`src/rtl/noc_out_port.sv`:
```
// noc_out_port: per-direction output stage of the mesh router.
// Rotates the one-hot arbitration turn, registers the granted flit onto the
// link, and tracks downstream credits to produce the port-full flag.
module noc_out_port #(
   parameter int CREDITS = 4,
   parameter int CW      = 4
) (
   input  logic          clk,
   input  logic          rst,
   input  logic [7:0]    N_data_i,
   input  logic [7:0]    S_data_i,
   input  logic [7:0]    E_data_i,
   input  logic [7:0]    W_data_i,
   input  logic [7:0]    L_data_i,
   input  logic [2:0]    port_select,
   input  logic          port_enable,
   input  logic          credit_return,
   output logic [7:0]    data_o,
   output logic          valid_o,
   output logic          port_full,
   output logic [4:0]    turn,
   output logic [CW-1:0] credits,
   output logic [15:0]   flit_count,
   output logic          err
);

   localparam logic [CW-1:0] CREDITS_MAX = CW'(CREDITS);
   localparam logic [4:0]    TURN_RESET  = 5'b10000;

   logic       select_legal;
   logic       transfer;
   logic       saturate;
   logic       protocol_error;
   logic [7:0] selected_data;

   // Pick the flit named by the route logic; illegal selects yield zero and never transfer.
   always_comb begin
      selected_data = 8'h00;
      case (port_select)
         3'b000:  selected_data = N_data_i;
         3'b001:  selected_data = S_data_i;
         3'b010:  selected_data = E_data_i;
         3'b011:  selected_data = W_data_i;
         3'b100:  selected_data = L_data_i;
         default: selected_data = 8'h00;
      endcase
   end

   // Decide whether this cycle moves a flit and whether the route logic or downstream misbehaved.
   always_comb begin
      select_legal   = (port_select <= 3'b100);
      transfer       = port_enable && !port_full && select_legal;
      saturate       = credit_return && !transfer && (credits == CREDITS_MAX);
      protocol_error = saturate
                     || (port_enable && port_full)
                     || (port_enable && !select_legal);
   end

   // Full is purely a view of the credit register so the route logic reacts in the same cycle.
   always_comb begin
      port_full = (credits == '0);
   end

   // Rotate the service turn every cycle, independent of any grant activity.
   always_ff @(posedge clk or posedge rst) begin
      if (rst) begin
         turn <= TURN_RESET;
      end else begin
         turn <= {turn[0], turn[4:1]};
      end
   end

   // Register the link: data holds between flits, valid pulses for exactly one cycle per flit.
   always_ff @(posedge clk or posedge rst) begin
      if (rst) begin
         data_o  <= 8'h00;
         valid_o <= 1'b0;
      end else begin
         valid_o <= transfer;
         if (transfer) begin
            data_o <= selected_data;
         end
      end
   end

   // Consume a credit per flit sent and restore one per return; a coincident pair cancels out.
   always_ff @(posedge clk or posedge rst) begin
      if (rst) begin
         credits <= CREDITS_MAX;
      end else begin
         if (transfer && !credit_return) begin
            credits <= credits - 1'b1;
         end else if (credit_return && !transfer && (credits != CREDITS_MAX)) begin
            credits <= credits + 1'b1;
         end
      end
   end

   // Count flits sent since reset; the counter is allowed to wrap.
   always_ff @(posedge clk or posedge rst) begin
      if (rst) begin
         flit_count <= 16'h0000;
      end else if (transfer) begin
         flit_count <= flit_count + 16'h0001;
      end
   end

   // Latch any protocol violation until the next reset.
   always_ff @(posedge clk or posedge rst) begin
      if (rst) begin
         err <= 1'b0;
      end else if (protocol_error) begin
         err <= 1'b1;
      end
   end

endmodule

```
`config.mk`:
```
export PLATFORM = sky130hd
export DESIGN_NAME = noc_out_port
export DESIGN_NICKNAME = d
export VERILOG_FILES = /design/src/rtl/noc_out_port.sv
export SDC_FILE = /design/constraint.sdc
export NUM_CORES = 1
export LEC_CHECK = 0
export ABC_AREA = 1
export CAP_MARGIN = 20
export CORE_MARGIN = 2
export CORE_UTILIZATION = 46
export CTS_CLUSTER_SIZE = 8
export DETAILED_ROUTE_END_ITERATION = 12
export PLACE_DENSITY_LB_ADDON = 0.3
export SLEW_MARGIN = 20
export SYNTH_ARGS = -nofsm -noshare
export SYNTH_HDL_FRONTEND = slang
export SYNTH_SLANG_ARGS = --single-unit
```
`constraint.sdc`:
```
create_clock -name clk -period 4.1 [get_ports clk]
set_clock_uncertainty 0.1 [all_clocks]
set_input_delay 0.82 -clock clk [delete_from_list [all_inputs] [get_ports clk]]
set_output_delay 0.82 -clock clk [all_outputs]
set_load 0.01 [all_outputs]
```
==> out/results.tsv <==
stage	metric	value	unit
pwr	power_leakage	0.00138	µW
synthesis	syn_inst	219	
place	place.gp.congestion	0.884	
synthesis	synth_top_area_share	42.8	%
outcome	status	finished, final reports clean	
sta	worst_pin_slew	0.450	ns
sta	hold_slack	0.278	ns
global_routing	antenna_found_initial	0	
global_routing	grt_pass1_wl	7320	µm
routing	totalWireLength	4800	µm
global_routing	grt_pass1_vias	1626	
clock_tree	cts_resized	0	
sta	rsz0062_at_grt	false	
min_path	hold_path.class	reg -> reg	
sta	relSlewSlack	69.9	%
critical_path	path_class	reg -> out	
finish	syn_to_final_growth	51.9	%
floorplan	die_height	68.8	µm
sta	max_freq	392	MHz
synthesis	ys_ff_latch	35	
flow_run	drv_cap	0	
critical_path	path_max_fanout	5	
synthesis	netlist_area	1930	µm²
floorplan	die-area	4730	µm²
finish	multi_input_area	890	µm²
clock_tree	cts_tree	yes	
critical_path	end_kind	primary output	
synthesis	ys_dominant_reg_cell	dfrtp_1	
clock_tree	cts-hold-fix-buffers	0	
place	dpl.hpwl	3760	µm
finish	fill_cells	315	
clock_tree	cts-root-buf	clkbuf_8	
synthesis	synth_fp_nets	268	
finish	fin_cells	358	
clock_tree	numCtsBuffers	5	
global_routing	grt_max_degree	27	
place	dp_cells	350	
routing	antenna_left	0	
pwr	power_density	472	nW/µm²
routing	drt_drc_violations_left	0	
routing	vias	1793	
finish	fin_nets	356	
clock_tree	clk_path_buf_depth	2	
synthesis	syn_avg_cell_area	8.81	µm²
synthesis	synth_area_leader_cell	dfrtp_1	
clock_tree	clkSinkCount	35	
sta	hold_viol	0	
critical_path	crit_arrival	1.63	ns
sta	tns	0	ns
synthesis	ys_top_cells_by_count	38 x inv_1, 36 x nand2_1, 33 x dfrtp_1	
synthesis	yosys_warnings	0	
sta	fin_crit	2.55	ns
finish	drive_above_1_share	9.42	%
critical_path	start_kind	flip-flop	
floorplan	fp.dieW	68.8	µm
synthesis	synth_cell_type_count	33	
floorplan	core_area	4030	µm²
routing	wl_per_cell	13.4	µm
sta	final_max_slew_viol_count	0	
place	placed_area	2810	µm²
floorplan	pin_count	83	
clock_tree	cts-htree-levels	2	
critical_path	critical_path_required	3.18	ns
routing	first_pass_iters	6	
finish	fin_area	2930	µm²
finish	antenna_cells	0	
clock_tree	clk_latency	0.28	ns
global_routing	grt_overflow_total	0	
finish	regArea	878	µm²
pwr	ir_drop	0.377	mV
floorplan	num_rows	23	
synthesis	synthArstFlopShare	100	%
global_routing	grt_usage	21.0	%
routing	drtIter0Drc	111	
synthesis	yosysSeqAreaShare	45.5	%
clock_tree	clkSlewWorstSetupHoldPaths	0.07	ns
place	port-buffer-count	82	
routing	vias_per_cell	5.01	
clock_tree	post-cts-setup-buffers	0	
sta	period_share	62.2	%
sta	setup_violations	0	
synthesis	synth_edf_count	0	
floorplan	start_util	47.9	%
synthesis	yosysMostFrequentCell	inv_1	
synthesis	synthTopCellsByArea	dfrtp_1 43%, inv_1 7.4%, nand2_1 7.0%	
[sequential cells by signal, summed over array words and instances (netlist names)]
signal,cells
credits,4
data_o,8
err,1
flit_count,16
turn,5
valid_o,1
[logic make-up after synthesis]
| logic type | after synthesis | share of synthesized area (%) |
|---|---|---|
| AO/OA/AOI/OAI | 33 | 14.3 |
| XOR/XNOR | 17 | 7.72 |
| adder cells (fa/ha/maj) | 2 | 1.30 |
| AND/OR/NAND/NOR | 90 | 22.8 |
| flip-flops | 35 | 45.5 |
| buffers and inverters | 42 | 8.37 |
[area by class of cell]
class	instances	area share (%)
clock buffer	6	2.82
clock inverter	2	1.20
inverter	39	5.00
multi-input combinational	142	30.4
sequential	35	30.0
tap	50	2.13
timing repair buffer	84	28.5
[per-stage QoR]
step                      util [%]  power [µW]  setup slack [ns]
after detailed placement      69.8        1080              1.26
after floorplan                  -         797              1.96
final                         72.7        1380              1.55
after global placement        69.8        1070              1.34
after global routing          72.7        1480              1.38
after CTS                     72.7        1390              1.54
[power by group]
group          leakage, µW  switching, µW  internal (µW)
Sequential        0.000433           85.1            430
Clock            0.0000612            116            197
Combinational     0.000889            253            301
Total              0.00138            454            928
[path summary, 6_finish.rpt]
check                                  startpoint                      to  slack [ns]  cells after the start
hold reg to reg                 turn[0]$_DFF_PP0_       turn[4]$_DFF_PP1_        0.28                      0
setup / recovery           credits[0]$_DFFE_PP0P_               port_full        1.55                      4
hold / removal                  turn[0]$_DFF_PP0_       turn[4]$_DFF_PP1_        0.28                      0
setup reg to reg           credits[2]$_DFFE_PP1P_  credits[2]$_DFFE_PP1P_        2.17                     11
min in group asynchronous                     rst       turn[3]$_DFF_PP0_        0.70                      2
max in group asynchronous                     rst  credits[2]$_DFFE_PP1P_        2.51                      3
[worst max-delay path: stages (launching register included)]
cell and delay, ns:
dfrtp_1 0.43, nor2_1 0.19, nand2_2 0.12, inv_1 0.09, clkdlybuf4s50_1 0.53
[layer usage]
layer	global-route usage, %	routed length (µm)	up-vias
met3	6.17	386	8
met1	26.6	2020	828
met4	5.64	73	0
met2	35.1	2320	62
li1	-	-	895
met5	0	0	-
[layout by cell type, fill, tap and decap left out, drive strengths merged]
| cell | instances |
|---|---|
| a21oi | 2 |
| a221oi | 7 |
| a2bb2oi | 7 |
| a311oi | 7 |
| a31oi | 1 |
| buf | 2 |
| bufinv | 1 |
| clkbuf | 6 |
| clkdlybuf4s50 | 82 |
| clkinv | 1 |
| dfrtp | 33 |
| dfstp | 2 |
| ha | 2 |
| inv | 39 |
| nand2 | 40 |
| nand3 | 12 |
| nand4 | 2 |
| nor2 | 32 |
| nor3 | 3 |
| nor4 | 1 |
| o2111ai | 1 |
| o211ai | 1 |
| o21ai | 6 |
| o21bai | 1 |
| xnor2 | 5 |
| xor2 | 12 |
(Power assumes the default switching activity.)
